File: src/rtl/oserdes_feeder_pkg.sv
// Shared types and helpers for the O_SERDES word feeder.
// Link bring-up states, underrun counter width and the default training word.
package oserdes_feeder_pkg;

    typedef enum logic [1:0] {
        IDLE  = 2'd0,
        TRAIN = 2'd1,
        RUN   = 2'd2
    } feeder_state_t;

    localparam int UNDERRUN_CNT_W = 8;

    // Alternating 1010... word with bit 0 = 0; wide enough for any legal WIDTH.
    function automatic logic [15:0] default_train_pattern(input int width);
        logic [15:0] p;
        p = '0;
        for (int i = 0; i < 16; i++) begin
            if (i < width) p[i] = (i % 2) == 1;
        end
        return p;
    endfunction

endpackage

File: src/rtl/oserdes_feeder_fifo.sv
// Small synchronous FIFO with combinational head and a one-cycle flush.
// Pointers wrap naturally; DEPTH must be a power of two.
module oserdes_feeder_fifo #(
    parameter int WIDTH = 4,
    parameter int DEPTH = 4
) (
    input  logic             clock,
    input  logic             reset,
    input  logic             flush,
    input  logic             push,
    input  logic             pop,
    input  logic [WIDTH-1:0] wdata,
    output logic [WIDTH-1:0] rdata,
    output logic             full,
    output logic             empty
);

    localparam int AW = (DEPTH > 1) ? $clog2(DEPTH) : 1;

    logic [WIDTH-1:0] mem [DEPTH];
    logic [AW-1:0]    wr_ptr;
    logic [AW-1:0]    rd_ptr;
    logic [AW:0]      count;
    logic             do_push;
    logic             do_pop;

    assign full    = (count == (AW+1)'(DEPTH));
    assign empty   = (count == '0);
    assign do_push = push && !full;
    assign do_pop  = pop && !empty;
    assign rdata   = mem[rd_ptr];

    always_ff @(posedge clock) begin
        if (do_push) mem[wr_ptr] <= wdata;
    end

    always_ff @(posedge clock) begin
        if (!reset || flush) begin
            wr_ptr <= '0;
            rd_ptr <= '0;
            count  <= '0;
        end else begin
            if (do_push) wr_ptr <= wr_ptr + 1'b1;
            if (do_pop)  rd_ptr <= rd_ptr + 1'b1;
            case ({do_push, do_pop})
                2'b10:   count <= count + 1'b1;
                2'b01:   count <= count - 1'b1;
                default: count <= count;
            endcase
        end
    end

endmodule

File: src/rtl/oserdes_word_feeder.sv
// Feeds parallel words to an O_SERDES: IDLE -> fixed training burst -> payload,
// with idle-pattern insertion and a saturating count on FIFO underrun.
module oserdes_word_feeder
    import oserdes_feeder_pkg::*;
#(
    parameter int               WIDTH         = 4,
    parameter int               FIFO_DEPTH    = 4,
    parameter int               TRAIN_WORDS   = 16,
    parameter logic [WIDTH-1:0] TRAIN_PATTERN = WIDTH'(default_train_pattern(WIDTH)),
    parameter logic [WIDTH-1:0] IDLE_PATTERN  = '0
) (
    input  logic                      clock,
    input  logic                      reset,
    input  logic                      enable,
    input  logic                      pll_lock,
    input  logic [WIDTH-1:0]          s_data,
    input  logic                      s_valid,
    output logic                      s_ready,
    output logic [WIDTH-1:0]          word_out,
    output logic                      load_word,
    output logic                      oe,
    output logic                      train_done,
    output logic                      underrun,
    output logic [UNDERRUN_CNT_W-1:0] underrun_count
);

    localparam logic [1:0] ST_IDLE  = 2'd0;
    localparam logic [1:0] ST_TRAIN = 2'd1;
    localparam logic [1:0] ST_RUN   = 2'd2;

    localparam int             TCW        = (TRAIN_WORDS > 2) ? $clog2(TRAIN_WORDS) : 1;
    localparam logic [TCW-1:0] TRAIN_LAST = TCW'((TRAIN_WORDS > 0) ? TRAIN_WORDS - 1 : 0);
    localparam logic [UNDERRUN_CNT_W-1:0] CNT_MAX = '1;

    logic [1:0]               state_q;
    feeder_state_t            state_dbg;
    logic [TCW-1:0]           train_cnt;
    logic                     link_ok;
    logic                     abort;
    logic                     run_rule;
    logic                     from_idle;
    logic                     push;
    logic                     pop;
    logic                     fifo_full;
    logic                     fifo_empty;
    logic [WIDTH-1:0]         head;
    logic [UNDERRUN_CNT_W-1:0] cnt_base;
    logic [UNDERRUN_CNT_W-1:0] cnt_next;

    // Named view of the state register for probes and checkers.
    assign state_dbg = feeder_state_t'(state_q);

    assign link_ok   = enable && pll_lock;
    assign s_ready   = reset && link_ok && !fifo_full;
    assign push      = s_valid && s_ready;
    assign abort     = (state_q != ST_IDLE) && !link_ok;
    assign from_idle = (state_q == ST_IDLE);

    // Edges on which the payload rule applies, including the two entries into RUN.
    assign run_rule = link_ok && ((state_q == ST_RUN)
                               || (state_q == ST_TRAIN && train_cnt == '0)
                               || (from_idle && TRAIN_WORDS == 0));
    assign pop      = run_rule && !fifo_empty;

    assign cnt_base = from_idle ? '0 : underrun_count;
    assign cnt_next = (cnt_base == CNT_MAX) ? cnt_base : cnt_base + 1'b1;

    oserdes_feeder_fifo #(
        .WIDTH (WIDTH),
        .DEPTH (FIFO_DEPTH)
    ) u_fifo (
        .clock (clock),
        .reset (reset),
        .flush (abort),
        .push  (push),
        .pop   (pop),
        .wdata (s_data),
        .rdata (head),
        .full  (fifo_full),
        .empty (fifo_empty)
    );

    always_ff @(posedge clock) begin
        if (!reset) begin
            state_q        <= ST_IDLE;
            train_cnt      <= '0;
            word_out       <= '0;
            load_word      <= 1'b0;
            oe             <= 1'b0;
            train_done     <= 1'b0;
            underrun       <= 1'b0;
            underrun_count <= '0;
        end else if (abort) begin
            // Underrun status survives the abort until the next bring-up.
            state_q    <= ST_IDLE;
            word_out   <= '0;
            load_word  <= 1'b0;
            oe         <= 1'b0;
            train_done <= 1'b0;
        end else if (run_rule) begin
            state_q    <= ST_RUN;
            load_word  <= 1'b1;
            oe         <= 1'b1;
            train_done <= 1'b1;
            if (from_idle) begin
                underrun       <= 1'b0;
                underrun_count <= '0;
            end
            if (!fifo_empty) begin
                word_out <= head;
            end else begin
                word_out       <= IDLE_PATTERN;
                underrun       <= 1'b1;
                underrun_count <= cnt_next;
            end
        end else if (from_idle && link_ok) begin
            state_q        <= ST_TRAIN;
            train_cnt      <= TRAIN_LAST;
            word_out       <= TRAIN_PATTERN;
            load_word      <= 1'b1;
            oe             <= 1'b1;
            train_done     <= 1'b0;
            underrun       <= 1'b0;
            underrun_count <= '0;
        end else if (state_q == ST_TRAIN) begin
            train_cnt <= train_cnt - 1'b1;
        end else begin
            state_q    <= ST_IDLE;
            word_out   <= '0;
            load_word  <= 1'b0;
            oe         <= 1'b0;
            train_done <= 1'b0;
        end
    end

endmodule

File: config.mk
export PLATFORM = sky130hd
export DESIGN_NAME = oserdes_word_feeder
export DESIGN_NICKNAME = d
export VERILOG_FILES = /design/src/rtl/oserdes_feeder_pkg.sv /design/src/rtl/oserdes_feeder_fifo.sv /design/src/rtl/oserdes_word_feeder.sv
export SDC_FILE = /design/constraint.sdc
export NUM_CORES = 1
export LEC_CHECK = 0
export CELL_PAD_IN_SITES_DETAIL_PLACEMENT = 0
export CELL_PAD_IN_SITES_GLOBAL_PLACEMENT = 1
export CORE_UTILIZATION = 45
export CTS_CLUSTER_SIZE = 10
export DETAILED_ROUTE_END_ITERATION = 8
export GPL_ROUTABILITY_DRIVEN = 0
export HOLD_SLACK_MARGIN = 0.1
export PLACE_DENSITY = 0.83
export SKIP_LAST_GASP = 1
export SLEW_MARGIN = 20
export SYNTH_ARGS = -nofsm -noshare
export SYNTH_HDL_FRONTEND = slang
export SYNTH_HIERARCHICAL = 1
export SYNTH_SLANG_ARGS = --single-unit
File: constraint.sdc
create_clock -name clock -period 3.98 [get_ports clock]
set_input_delay 0.597 -clock clock [delete_from_list [all_inputs] [get_ports clock]]
set_output_delay 0.597 -clock clock [all_outputs]
set_load 0.01 [all_outputs]
==> qor_table.md <==
| Quantity | This run |
| --- | --- |
| PD cells | 341 nW/um^2 |
| Comb pwr share | 7.2% |
| Net switching power of the design | 0.213 mW |
| Post-CTS Resized | 0 |
| Count of nets left with antenna violations after detail routing | 0 |
| Synth Cell Area | 2280 um^2 |
| Worst hold path type | reg -> reg |
| Logic depth of the worst setup path including buffers | 14 |
| Kind of cell adding the most delay to the critical path | simple AND/OR/NAND/NOR gates |
| Detailed-route DRC error count | 0 |
| Core footprint | 4790 um^2 |
| Worst Path Max Fanout | 10 |
| Slew of the pin with the lowest slew margin | 0.554 ns |
| Setup repair after global routing missed its margin | no |
| CTS sink count | 45 |
| Worst EP required | 4.21 ns |
| Critical path launch point type | input port |
| Cell types with the largest area share after synthesis | sky130_fd_sc_hd__dfxtp_1 25%, sky130_fd_sc_hd__edfxtp_1 21%, sky130_fd_sc_hd__ha_1 4.4% |
| Async set-reset flop share out of synthesis | 0% |
| FMAX | 322 MHz |
| Maximum clock insertion buffer count | 2 |
| Leakage power | 0.936 nW |
| Simple-gate area share of the yosys netlist | 18.0% |
| Final period util | 78.1% |
| Clock-pin slew of the registers on the worst-case setup and hold paths | 0.10 ns |
| # rows | 25 |
| Number of buffers inserted by port buffering | 25 |
| Reg2reg path depth | 11 |
| WHS Path Cells | 2 |
| Wire length of the first global-routing pass | 7.67 mm |
| Commonest cells in the synthesized netlist | 29 x sky130_fd_sc_hd__dfxtp_1, 18 x sky130_fd_sc_hd__nor2_1, 17 x sky130_fd_sc_hd__inv_1 |
| Endpoint type of the worst setup path | register |
| Share of cells above drive strength 1 | 11.4% |
| Xor/xnor share of the synthesized area | 1.15% |
| Dominant combinational cell family by area after synthesis | compound AO/OA/AOI/OAI gates |
| Complex-gate fraction of the synthesized area | 19.4% |
| Die ar. | 5350 um^2 |
| Max-slew violations | 0 |
| Initial core utilization | 47.6% |
| Most used cell along the critical path | sky130_fd_sc_hd__inv_1 |
| Total overflow reported by the global router | 0 |
| Post-placement cell area | 2570 um^2 |
| Critical-path cell list | clkdlybuf4s50_1 > and2_1 > nand2_1 > nor2_1 > and2_1 > inv_1 > nor2_1 > inv_1 > ha_1 > inv_1 > fa_1 > xor2_1 > or3_1 > a21oi_1 |
| H-tree depth | 2 |
| Half-perimeter wire length after placement | 3.25 mm |
| Switching Fraction | 23.2% |
| Number of warnings printed during yosys synthesis | 6 |
| Final setup fails | 0 |
| Final critical delay including setup and external delays | 3.11 ns |
| Sum of buffers and inverters on the critical path | 4 |
| Most frequent cell after synthesis | sky130_fd_sc_hd__dfxtp_1 |
| Vertical die dimension | 73.2 um |
| Overall via count from detail_route | 1,735 |
| Clock root buffer | sky130_fd_sc_hd__clkbuf_8 |
| Count of inserted antenna diode cells | 0 |
| Status | finished clean |
| Top-level I/O count | 26 |
| Worst slew slack as a fraction of its limit | 62.7% |
| Number of clock buffers inserted by TritonCTS | 5 |
| Pre-CTS setup slack | 0.581 ns |
| Clock Power Share | 39.5% |
| #FFs+latches synth | 45 |
| Slowest stage cell on the critical path | sky130_fd_sc_hd__clkdlybuf4s50_1 |
| Pin count of the biggest net entering global routing | 17 |
| Adder-cell area share of the yosys netlist | 5.27% |
| Clock insertion delay at the later pin of the skew report | 0.30 ns |
| Slowest Stage Delay on Critical Path | 0.53 ns |
| Final worst slack | 0.873 ns |
| Average wire length per cell after detail routing | 14.7 um |
| Final Instance Area | 2690 um^2 |
| Net count after synthesis | 236 |
| Number of max-cap violations | 0 |
| Floorplan die width | 73.2 um |
| Register area share after synthesis | 46.5% |
| Proportion of power drawn by flip-flops and latches | 53.4% |
| Overall routing resource usage | 18.9% |
| Total power consumption of the routed design | 0.918 mW |
| Average instance area after synthesis | 10.5 um^2 |
| Count of nets after finishing | 262 |
| Final TNS setup | 0 ns |
| Post-synth top area cell | sky130_fd_sc_hd__dfxtp_1 |
| Layout area overhead | 18.1% |
| Per-cell via count in the routed design | 5.56 |
| Area fraction of the dominant cell type after synthesis | 25.5% |
| Via count of the first global-routing pass | 1,636 |
| Multiplexer area fraction after synthesis | 4.45% |
| Peak supply drop | 0.261 mV |
| Critical path class | in -> reg |
| Post-layout utilization of the core | 56.3% |
| Post-CTS setup repair buffer count | 0 |
| Total length of routed wires | 4.57 mm |
| Top FF cell, synth | sky130_fd_sc_hd__dfxtp_1 |
| Final number of hold-violating endpoints | 0 |
| Data arrival, critical path | 3.34 ns |
| Gate count of the mapped netlist | 218 |
| Number of enable-type register cells in the synthesized netlist | 16 |
| Hold-fix buffer count after cts | 0 |
| Iteration-0 DRC count of the detailed router | 154 |
| First drt pass iteration count | 4 |
| Internal power summed over all cells | 0.705 mW |
| TritonCTS clock tree | yes |
| Clock skew after layout | 0.00943 ns |
| Number of antenna violations at the first check in global routing | 0 |
| Number of unique standard cell types used by synthesis | 58 |
state kept, by name, indices dropped and copies added (netlist names), named ones only:
signal,cells
oe,1
state_dbg,1
train_cnt,4
train_done,1
u_fifo/count,3
u_fifo/mem,16
u_fifo/rd_ptr,2
u_fifo/wr_ptr,2
underrun,1
underrun_count,8
word_out,4
cells in the final DEF, fill, tap and decap left out, types with 4 or more instances in the layout:
cell                               n
sky130_fd_sc_hd__a21oi_1          16
sky130_fd_sc_hd__nor2_1           18
sky130_fd_sc_hd__o21ai_0          10
sky130_fd_sc_hd__o31ai_1           4
sky130_fd_sc_hd__clkbuf_8          5
sky130_fd_sc_hd__nand2_1          10
sky130_fd_sc_hd__clkdlybuf4s50_1  25
sky130_fd_sc_hd__inv_1            17
sky130_fd_sc_hd__and2_1            8
sky130_fd_sc_hd__ha_1              8
sky130_fd_sc_hd__mux4_2            4
sky130_fd_sc_hd__nand3_1           7
sky130_fd_sc_hd__dfxtp_1          29
sky130_fd_sc_hd__or3_1             5
sky130_fd_sc_hd__edfxtp_1         16
final timing paths:
path | start | endpoint | slack, ns
min | u_fifo/rd_ptr[1]$_SDFFE_PP0P_ | register | 0.50
max | enable | u_fifo/count[2]$_SDFFE_PP0P_ | 0.87
min reg2reg | u_fifo/rd_ptr[1]$_SDFFE_PP0P_ | register | 0.50
max reg2reg | state_dbg[0]$_SDFFE_PP0P_ | u_fifo/count[2]$_SDFFE_PP0P_ | 1.12
worst reg2reg max path: stages, from the launching register on:
cell,delay [ns]
sky130_fd_sc_hd__dfxtp_1,0.61
sky130_fd_sc_hd__and4bb_4,0.42
sky130_fd_sc_hd__a21oi_1,0.16
sky130_fd_sc_hd__nor2_1,0.17
sky130_fd_sc_hd__o31ai_1,0.13
sky130_fd_sc_hd__inv_1,0.08
sky130_fd_sc_hd__ha_1,0.17
sky130_fd_sc_hd__inv_1,0.06
sky130_fd_sc_hd__fa_1,0.38
sky130_fd_sc_hd__xor2_1,0.16
sky130_fd_sc_hd__or3_1,0.31
sky130_fd_sc_hd__a21oi_1,0.14
per-stage QoR:
stage	instances	hold slack [ns]
6_report	312	0.499
2_1_floorplan	218	0.456
5_1_grt	312	0.524
3_5_place_dp	304	0.485
4_1_cts	312	0.499
3_3_place_gp	304	0.476
power by group through the flow:
stage               sequential, mW  clock (mW)  combinational, mW
finish                       0.490       0.362             0.0659
global route                 0.491       0.393             0.0729
CTS                          0.490       0.369             0.0664
detailed placement           0.500           0             0.0660
global placement             0.500           0             0.0648
floorplan                    0.498           0             0.0419
cell type report:
type                            count  area [um^2]
Fill cell                         456         2090
Multi-Input combinational cell    148         1100
Clock buffer                        5         68.8
Timing Repair Buffer               27          265
Clock inverter                      3         50.0
Tap cell                           67         83.8
Sequential cell                    45         1060
Inverter                           17         63.8
logic make-up (layout without fill, tap and decap cells):
group | Yosys count | in the layout
adder cells (fa/ha/maj) | 9 | 9
XOR/XNOR | 3 | 3
flip-flops | 45 | 45
AND/OR/NAND/NOR | 73 | 73
AO/OA/AOI/OAI | 58 | 58
multiplexers | 5 | 5
buffers and inverters | 25 | 52
metal layers:
metal / vias up / global-route usage [%] / share of wire [%]
li1: 859 / - / -
met1: 828 / 23.9 / 45
met2: 41 / 31.7 / 49
met3: 7 / 4.70 / 4.6
met4: 0 / 5.88 / 1.5
met5: - / 0 / 0
Note: power is estimated with default switching activity, not from simulation.
